<file path="src/rtl/cla_pkg.sv">
// ---------------------------------------------------------------------------
// cla_pkg
// Shared definitions for the carry-lookahead arithmetic blocks.
//   DIGIT_W      width of one lookahead digit (4 bits)
//   sub_state_t  control states of the sequential subtractor
//   clog2()      ceiling log2 for sizing counters (never returns less than 1)
// ---------------------------------------------------------------------------
package cla_pkg;

    localparam int DIGIT_W = 4;

    typedef enum logic [1:0] {
        IDLE = 2'd0,
        CALC = 2'd1,
        DONE = 2'd2
    } sub_state_t;

    // Width needed to count 0..value-1. A one-bit minimum keeps the counter
    // declaration legal even for a single-digit datapath.
    function automatic int clog2(input int value);
        int result;
        result = 0;
        for (int v = value - 1; v > 0; v = v >> 1) begin
            result = result + 1;
        end
        return (result < 1) ? 1 : result;
    endfunction

endpackage : cla_pkg

</file>
<file path="src/rtl/sub4_cla_slice.sv">
// ---------------------------------------------------------------------------
// sub4_cla_slice
// One 4-bit carry-lookahead digit computing a4 + ~b4 + cin (a subtract step
// where cin is the inverted borrow).
// Ports:
//   a4    in   4  minuend digit
//   b4    in   4  subtrahend digit (inverted internally)
//   cin   in   1  carry in (= ~borrow in)
//   s4    out  4  difference digit
//   cout  out  1  carry out of bit 3 (= ~borrow out)
//   c3    out  1  carry into bit 3, used for signed overflow on the MSB digit
// ---------------------------------------------------------------------------
module sub4_cla_slice
    import cla_pkg::*;
(
    input  logic [DIGIT_W-1:0] a4,
    input  logic [DIGIT_W-1:0] b4,
    input  logic               cin,
    output logic [DIGIT_W-1:0] s4,
    output logic               cout,
    output logic               c3
);

    logic [DIGIT_W-1:0] nb;
    logic [DIGIT_W-1:0] p;
    logic [DIGIT_W-1:0] g;
    logic [DIGIT_W:0]   c;

    assign nb = ~b4;
    assign p  = a4 ^ nb;
    assign g  = a4 & nb;

    // Flat lookahead equations: every carry depends only on p/g/cin,
    // so no carry ripples through a previous carry.
    assign c[0] = cin;
    assign c[1] = g[0]
                | (p[0] & cin);
    assign c[2] = g[1]
                | (p[1] & g[0])
                | (p[1] & p[0] & cin);
    assign c[3] = g[2]
                | (p[2] & g[1])
                | (p[2] & p[1] & g[0])
                | (p[2] & p[1] & p[0] & cin);
    assign c[4] = g[3]
                | (p[3] & g[2])
                | (p[3] & p[2] & g[1])
                | (p[3] & p[2] & p[1] & g[0])
                | (p[3] & p[2] & p[1] & p[0] & cin);

    assign s4   = p ^ c[DIGIT_W-1:0];
    assign cout = c[4];
    assign c3   = c[3];

endmodule : sub4_cla_slice

</file>
<file path="src/rtl/seq_cla_subtractor.sv">
// ---------------------------------------------------------------------------
// seq_cla_subtractor
// Multi-cycle subtractor: diff = (a - b - bin) mod 2^WIDTH, one 4-bit
// lookahead digit per clock, borrow chained between digits in a register.
// Parameters:
//   WIDTH      operand/result width, multiple of 4 and >= 8
// Ports:
//   clk        in   1      rising-edge clock
//   rst_n      in   1      asynchronous reset, active low
//   in_valid   in   1      operands valid
//   in_ready   out  1      block can accept operands (state IDLE)
//   a          in   WIDTH  minuend
//   b          in   WIDTH  subtrahend
//   bin        in   1      borrow in
//   out_valid  out  1      result valid (state DONE)
//   out_ready  in   1      consumer accepts result
//   diff       out  WIDTH  difference
//   bout       out  1      unsigned borrow out (a < b + bin)
//   ovf        out  1      signed overflow
//   zero       out  1      diff == 0
// Accept at edge k gives out_valid after edge k+NDIG; one op per NDIG+2 cycles.
// ---------------------------------------------------------------------------
module seq_cla_subtractor
    import cla_pkg::*;
#(
    parameter int WIDTH = 16
) (
    input  logic             clk,
    input  logic             rst_n,
    input  logic             in_valid,
    output logic             in_ready,
    input  logic [WIDTH-1:0] a,
    input  logic [WIDTH-1:0] b,
    input  logic             bin,
    output logic             out_valid,
    input  logic             out_ready,
    output logic [WIDTH-1:0] diff,
    output logic             bout,
    output logic             ovf,
    output logic             zero
);

    localparam int NDIG  = WIDTH / DIGIT_W;
    localparam int CNT_W = clog2(NDIG);

    if ((WIDTH % DIGIT_W) != 0 || WIDTH < 8) begin : g_width_check
        $error("seq_cla_subtractor: WIDTH must be a multiple of 4 and >= 8");
    end

    sub_state_t         state;
    logic [CNT_W-1:0]   cnt;
    logic [WIDTH-1:0]   a_q;
    logic [WIDTH-1:0]   b_q;
    logic               c_q;

    logic [DIGIT_W-1:0] a_dig;
    logic [DIGIT_W-1:0] b_dig;
    logic [DIGIT_W-1:0] s_dig;
    logic               dig_cout;
    logic               dig_c3;
    logic               last_dig;
    logic [WIDTH-1:0]   diff_next;

    assign in_ready  = (state == IDLE);
    assign out_valid = (state == DONE);
    assign last_dig  = (cnt == CNT_W'(NDIG - 1));

    // The counter selects which digit of the captured operands feeds the slice.
    assign a_dig = a_q[int'(cnt) * DIGIT_W +: DIGIT_W];
    assign b_dig = b_q[int'(cnt) * DIGIT_W +: DIGIT_W];

    sub4_cla_slice u_slice (
        .a4   (a_dig),
        .b4   (b_dig),
        .cin  (c_q),
        .s4   (s_dig),
        .cout (dig_cout),
        .c3   (dig_c3)
    );

    // diff with the current digit merged in; on the last digit this is the
    // complete result, which the zero flag is taken from.
    always_comb begin
        // NOTE: assign a full default first so no path leaves diff_next
        // unassigned, which would otherwise infer a latch.
        diff_next = diff;
        diff_next[int'(cnt) * DIGIT_W +: DIGIT_W] = s_dig;
    end

    always_ff @(posedge clk or negedge rst_n) begin
        if (!rst_n) begin
            state <= IDLE;
            cnt   <= '0;
            // NOTE: the operand and carry registers are reset too, even though
            // they are always loaded before use, so nothing in the block ever
            // holds X after reset.
            a_q   <= '0;
            b_q   <= '0;
            c_q   <= 1'b0;
            diff  <= '0;
            bout  <= 1'b0;
            ovf   <= 1'b0;
            zero  <= 1'b0;
        end else begin
            // NOTE: non-blocking assignments throughout, so every register here
            // sees the pre-edge value of the others regardless of statement order.
            case (state)
                IDLE: begin
                    if (in_valid) begin
                        a_q   <= a;
                        b_q   <= b;
                        c_q   <= ~bin;   // subtract as a + ~b + ~bin
                        cnt   <= '0;
                        state <= CALC;
                    end
                end

                CALC: begin
                    diff <= diff_next;
                    c_q  <= dig_cout;
                    cnt  <= cnt + 1'b1;
                    if (last_dig) begin
                        bout  <= ~dig_cout;
                        ovf   <= dig_c3 ^ dig_cout;
                        zero  <= (diff_next == '0);
                        state <= DONE;
                    end
                end

                DONE: begin
                    if (out_ready) begin
                        state <= IDLE;
                    end
                end

                default: begin
                    state <= IDLE;
                end
            endcase
        end
    end

endmodule : seq_cla_subtractor

</file>
<file path="config.mk">
export PLATFORM = sky130hd
export DESIGN_NAME = seq_cla_subtractor
export DESIGN_NICKNAME = d
export VERILOG_FILES = /design/src/rtl/cla_pkg.sv /design/src/rtl/sub4_cla_slice.sv /design/src/rtl/seq_cla_subtractor.sv
export SDC_FILE = /design/constraint.sdc
export NUM_CORES = 1
export LEC_CHECK = 0
export CORE_MARGIN = 1
export CORE_UTILIZATION = 26
export CTS_BUF_LIST = sky130_fd_sc_hd__clkbuf_4 sky130_fd_sc_hd__clkbuf_8
export DETAILED_ROUTE_END_ITERATION = 6
export PLACE_DENSITY_LB_ADDON = 0.15
export SLEW_MARGIN = 20
export SYNTH_ARGS = -nofsm -noshare
export SYNTH_HDL_FRONTEND = slang
export SYNTH_HIERARCHICAL = 1
export SYNTH_SLANG_ARGS = --single-unit
</file>
<file path="constraint.sdc">
create_clock -name clk -period 4.8 [get_ports clk]
set_clock_uncertainty 0.15 [all_clocks]
set_input_delay 0.96 -clock clk [delete_from_list [all_inputs] [get_ports clk]]
set_output_delay 0.96 -clock clk [all_outputs]
set_load 0.03 [all_outputs]
</file>
==> flow_results.org <==
** Floorplanning
- The die covers 10900 sq um.
- Effective utilization at floorplan :: 0.266
- The die is 105 um wide.
- The floorplan has 37 rows.
- The floorplan step defined a core boundary enclosing 10300 sq um.
- Count of boundary I/O pins :: 58
- Die Y-Extent :: 105 um

** STA
- For the finished layout, the period the worst path requires is 3.82 ns.
- RSZ-0062 raised after global routing :: false
- The worst pin sits at a relative slew slack of 0.382.
- For the pin with the worst max-slew slack, the measured transition is 0.927 ns.
- Dividing the final minimum period by the clock period gives 0.795.
- Final hold violations :: 0
- Highest clock frequency the design can meet :: 262 MHz
- Setup violations remaining at the end of the flow were counted as 0.
- The count of final max-slew check failures was 0.
- Setup total negative slack on the finished layout was measured at 0 ns.

** Clock tree
- Maximum clock insertion buffer count :: 2
- Number of levels the H-tree was split into :: 2
- Total CTS buffers :: 5
- Clock-pin slew was measured on the worst setup and hold paths at 0.10 ns.
- Cell at the root of the clock tree :: sky130_fd_sc_hd__clkbuf_8
- Counting every sink on the clock net gives 56.
- TritonCTS clock tree :: done
- The number of gates resized after CTS was 0.
- Post-CTS setup buffer count :: 0
- Clk Latency, worst-skew pair :: 0.30 ns
- Hold buffer count at CTS :: 0

** Synth
- Async set-or-reset flop fraction in the synthesized netlist :: 1.00
- For this run, the number of Yosys warnings is 6.
- Seq/Total Area, Yosys :: 0.512
- For this run, the leading register cell type out of synthesis is sky130_fd_sc_hd__dfrtp_1.
- In this run, distinct cell masters in the synthesized netlist total 35.
- Summing every instance area after synthesis gives 2740 sq um.
- Synthesized flop and latch total :: 56
- Synthesized instance count :: 275
- Averaged over all synthesized cells, the footprint is 9.95 sq um.
- Number of flops mapped to enable cells by yosys :: 0
- Total nets after synthesis :: 323

** Placement
- Total of buffers placed on input and output ports :: 57
- GPL Wtd Cong :: 0.759
- Sum of net half-perimeters after detailed placement :: 4570 um

** Cells and area
- Of the cells placed in the final design, the portion with a size suffix greater than 1 is 0.0841.
- Share of the core filled with cells :: 0.347
- The repair_antennas step left the layout with diodes totalling 0.
- For this run, the post-layout net count is 380.
- From synthesis to final layout, the design area changed by 30.3%.

** Worst setup path
- Startpoint-to-endpoint class of the critical path :: flop to flop
- Counting cells, the worst reg-to-reg path comes to 10.
- The worst register-to-register path ends at zero.
- The worst register-to-register path begins at cnt[0].
- STA puts the critical path data required time at 4.85 ns.
- Endpoint kind of the worst setup timing path :: flop
- For flop-to-flop paths, the worst setup slack is 0.98 ns.
- The worst setup path is launched from a flop.
- Largest fanout on the critical path :: 21
- Arrival time of data at the critical path endpoint :: 3.86 ns
- Startpoint of the most critical setup path :: cnt[0]

** Power and ir drop
- IR analysis of the VDD net gives a maximum drop of 282 uV.
- The completed layout was analyzed and its total power is 0.00285 W.
- For this design the ratio of total power to cell area is 799 nW/um^2.
- In this run the static leakage power is 1.64 nW.

** GRT
- Overall Global Routing Usage :: 0.128
- Entering global routing, the biggest net connects 35 pins.
- The initial antenna violation count is 0.
- The first global-routing pass estimated 11000 um of wire.
- For this run the aggregate overflow at the end of global routing stands at 0.
- The number of global-route vias before repair came to 2194.

** Min path
- In this run the worst hold path is classified as flop to flop.
- For hold timing, the worst endpoint is b_q[9].
- The worst hold path passes through 2 cells.
- Launch instance of the worst min-delay path :: b_q[9]

** Drt
- For this block, the routed nets add up to 6340 um of wire.
- Number of detailed-routing iterations run before antenna repair :: 4
- Using the TritonRoute via totals, the vias-per-cell ratio works out to 4.52.
- Number of design rule violations left after detail routing :: 0
- Post-detailed-route count of antenna-violating nets :: 0
- Total via count after detailed routing :: 2122
- DRT iter0 DRCs :: 68
- After detailed routing, the average wire length per cell comes to 13.5 um.

** Status
- Outcome :: complete, no violations

** Job
- Maximum capacitance violations :: 0
logic make-up (layout without fill, tap and decap cells):
family / Yosys count / after routing / synth area share
buffers and inverters: 20 / 78 / 0.0293
multiplexers: 8 / 8 / 0.0659
flip-flops: 56 / 56 / 0.512
AND/OR/NAND/NOR: 140 / 140 / 0.218
adder cells (fa/ha/maj): 11 / 11 / 0.0531
AO/OA/AOI/OAI: 36 / 36 / 0.109
XOR/XNOR: 4 / 4 / 0.0128
synthesized netlist by cell type (3+ instances only):
cell,instances,share of area
sky130_fd_sc_hd__nor2_1,8,0.011
sky130_fd_sc_hd__xor2_1,3,0.0096
sky130_fd_sc_hd__nor4_1,3,0.0069
sky130_fd_sc_hd__nor3_1,3,0.0055
sky130_fd_sc_hd__clkbuf_1,8,0.011
sky130_fd_sc_hd__nand2_1,115,0.16
sky130_fd_sc_hd__buf_2,4,0.0073
sky130_fd_sc_hd__inv_1,8,0.011
sky130_fd_sc_hd__mux4_2,8,0.066
sky130_fd_sc_hd__nor2b_1,3,0.0069
sky130_fd_sc_hd__dfrtp_1,56,0.51
sky130_fd_sc_hd__a32o_1,12,0.044
sky130_fd_sc_hd__o21ai_0,11,0.020
sky130_fd_sc_hd__ha_1,10,0.046
per-layer routing:
metal | track usage | vias to the layer above | part of all wire
met5 | 0 | - | 0
met4 | 0.0306 | 0 | 0.0065
met3 | 0.0287 | 4 | 0.037
met2 | 0.201 | 49 | 0.48
met1 | 0.178 | 1016 | 0.48
li1 | - | 1053 | -
power breakdown:
part / switching [W] / internal, W / leakage (nW) / total [W]
Sequential: 0.000180 / 0.000672 / 0.716 / 0.000852
Clock: 0.000149 / 0.000130 / 0.0523 / 0.000278
Combinational: 0.000981 / 0.000737 / 0.870 / 0.00172
metrics by stage:
step	hold WS, ns	instance area [sq um]	setup WS (ns)	instances
finish	0.329	3560	0.985	469
global placement	0.306	3460	1.11	461
detailed placement	0.312	3460	0.953	461
floorplan	0.290	2740	1.32	275
global route	0.351	3560	0.722	469
CTS	0.336	3560	0.928	469
worst max-delay path, cell delays in order (launching register included):
cell	delay [ns]
sky130_fd_sc_hd__dfrtp_1	0.96
sky130_fd_sc_hd__mux4_2	0.65
sky130_fd_sc_hd__ha_1	0.33
sky130_fd_sc_hd__a211oi_2	0.28
sky130_fd_sc_hd__o21bai_2	0.14
sky130_fd_sc_hd__xor2_1	0.14
sky130_fd_sc_hd__buf_4	0.17
sky130_fd_sc_hd__nor4_1	0.06
sky130_fd_sc_hd__a2111oi_0	0.47
sky130_fd_sc_hd__nor2b_1	0.09
sky130_fd_sc_hd__a32o_1	0.26
state kept, by name (all words and copies together), names as in the netlist:
| name | flops |
|---|---|
| a_q | 16 |
| b_q | 16 |
| diff | 16 |
| cnt | 2 |
| state | 2 |
| bout | 1 |
| c_q | 1 |
| ovf | 1 |
| zero | 1 |
worst max-delay path by stage:
stage,endpoint,slack [ns]
floorplan,zero,1.32
global placement,zero,1.11
detailed placement,zero,0.95
CTS,zero,0.93
global route,zero,0.72
finish,zero,0.98
layout by cell type, fill, tap and decap left out, types with 3 or more instances in the layout:
| cell type | instances |
|---|---|
| sky130_fd_sc_hd__nor3_1 | 3 |
| sky130_fd_sc_hd__clkdlybuf4s50_1 | 56 |
| sky130_fd_sc_hd__mux4_2 | 8 |
| sky130_fd_sc_hd__nor2_1 | 8 |
| sky130_fd_sc_hd__clkbuf_8 | 6 |
| sky130_fd_sc_hd__nor4_1 | 3 |
| sky130_fd_sc_hd__ha_1 | 10 |
| sky130_fd_sc_hd__nand2_1 | 114 |
| sky130_fd_sc_hd__buf_4 | 5 |
| sky130_fd_sc_hd__xor2_1 | 3 |
| sky130_fd_sc_hd__inv_1 | 8 |
| sky130_fd_sc_hd__dfrtp_1 | 56 |
| sky130_fd_sc_hd__o21ai_0 | 11 |
| sky130_fd_sc_hd__a32o_1 | 12 |
| sky130_fd_sc_hd__nor2b_1 | 3 |
layout make-up:
cell class              instances  area [sq um]
inverters                       8          30.0
clock buffers                   8          97.6
multi-input cells             199          1260
flip-flops and latches         56          1400
fillers                      1109          6710
repair buffers                 62           603
well taps                     136           170
(Power assumes the default switching activity.)
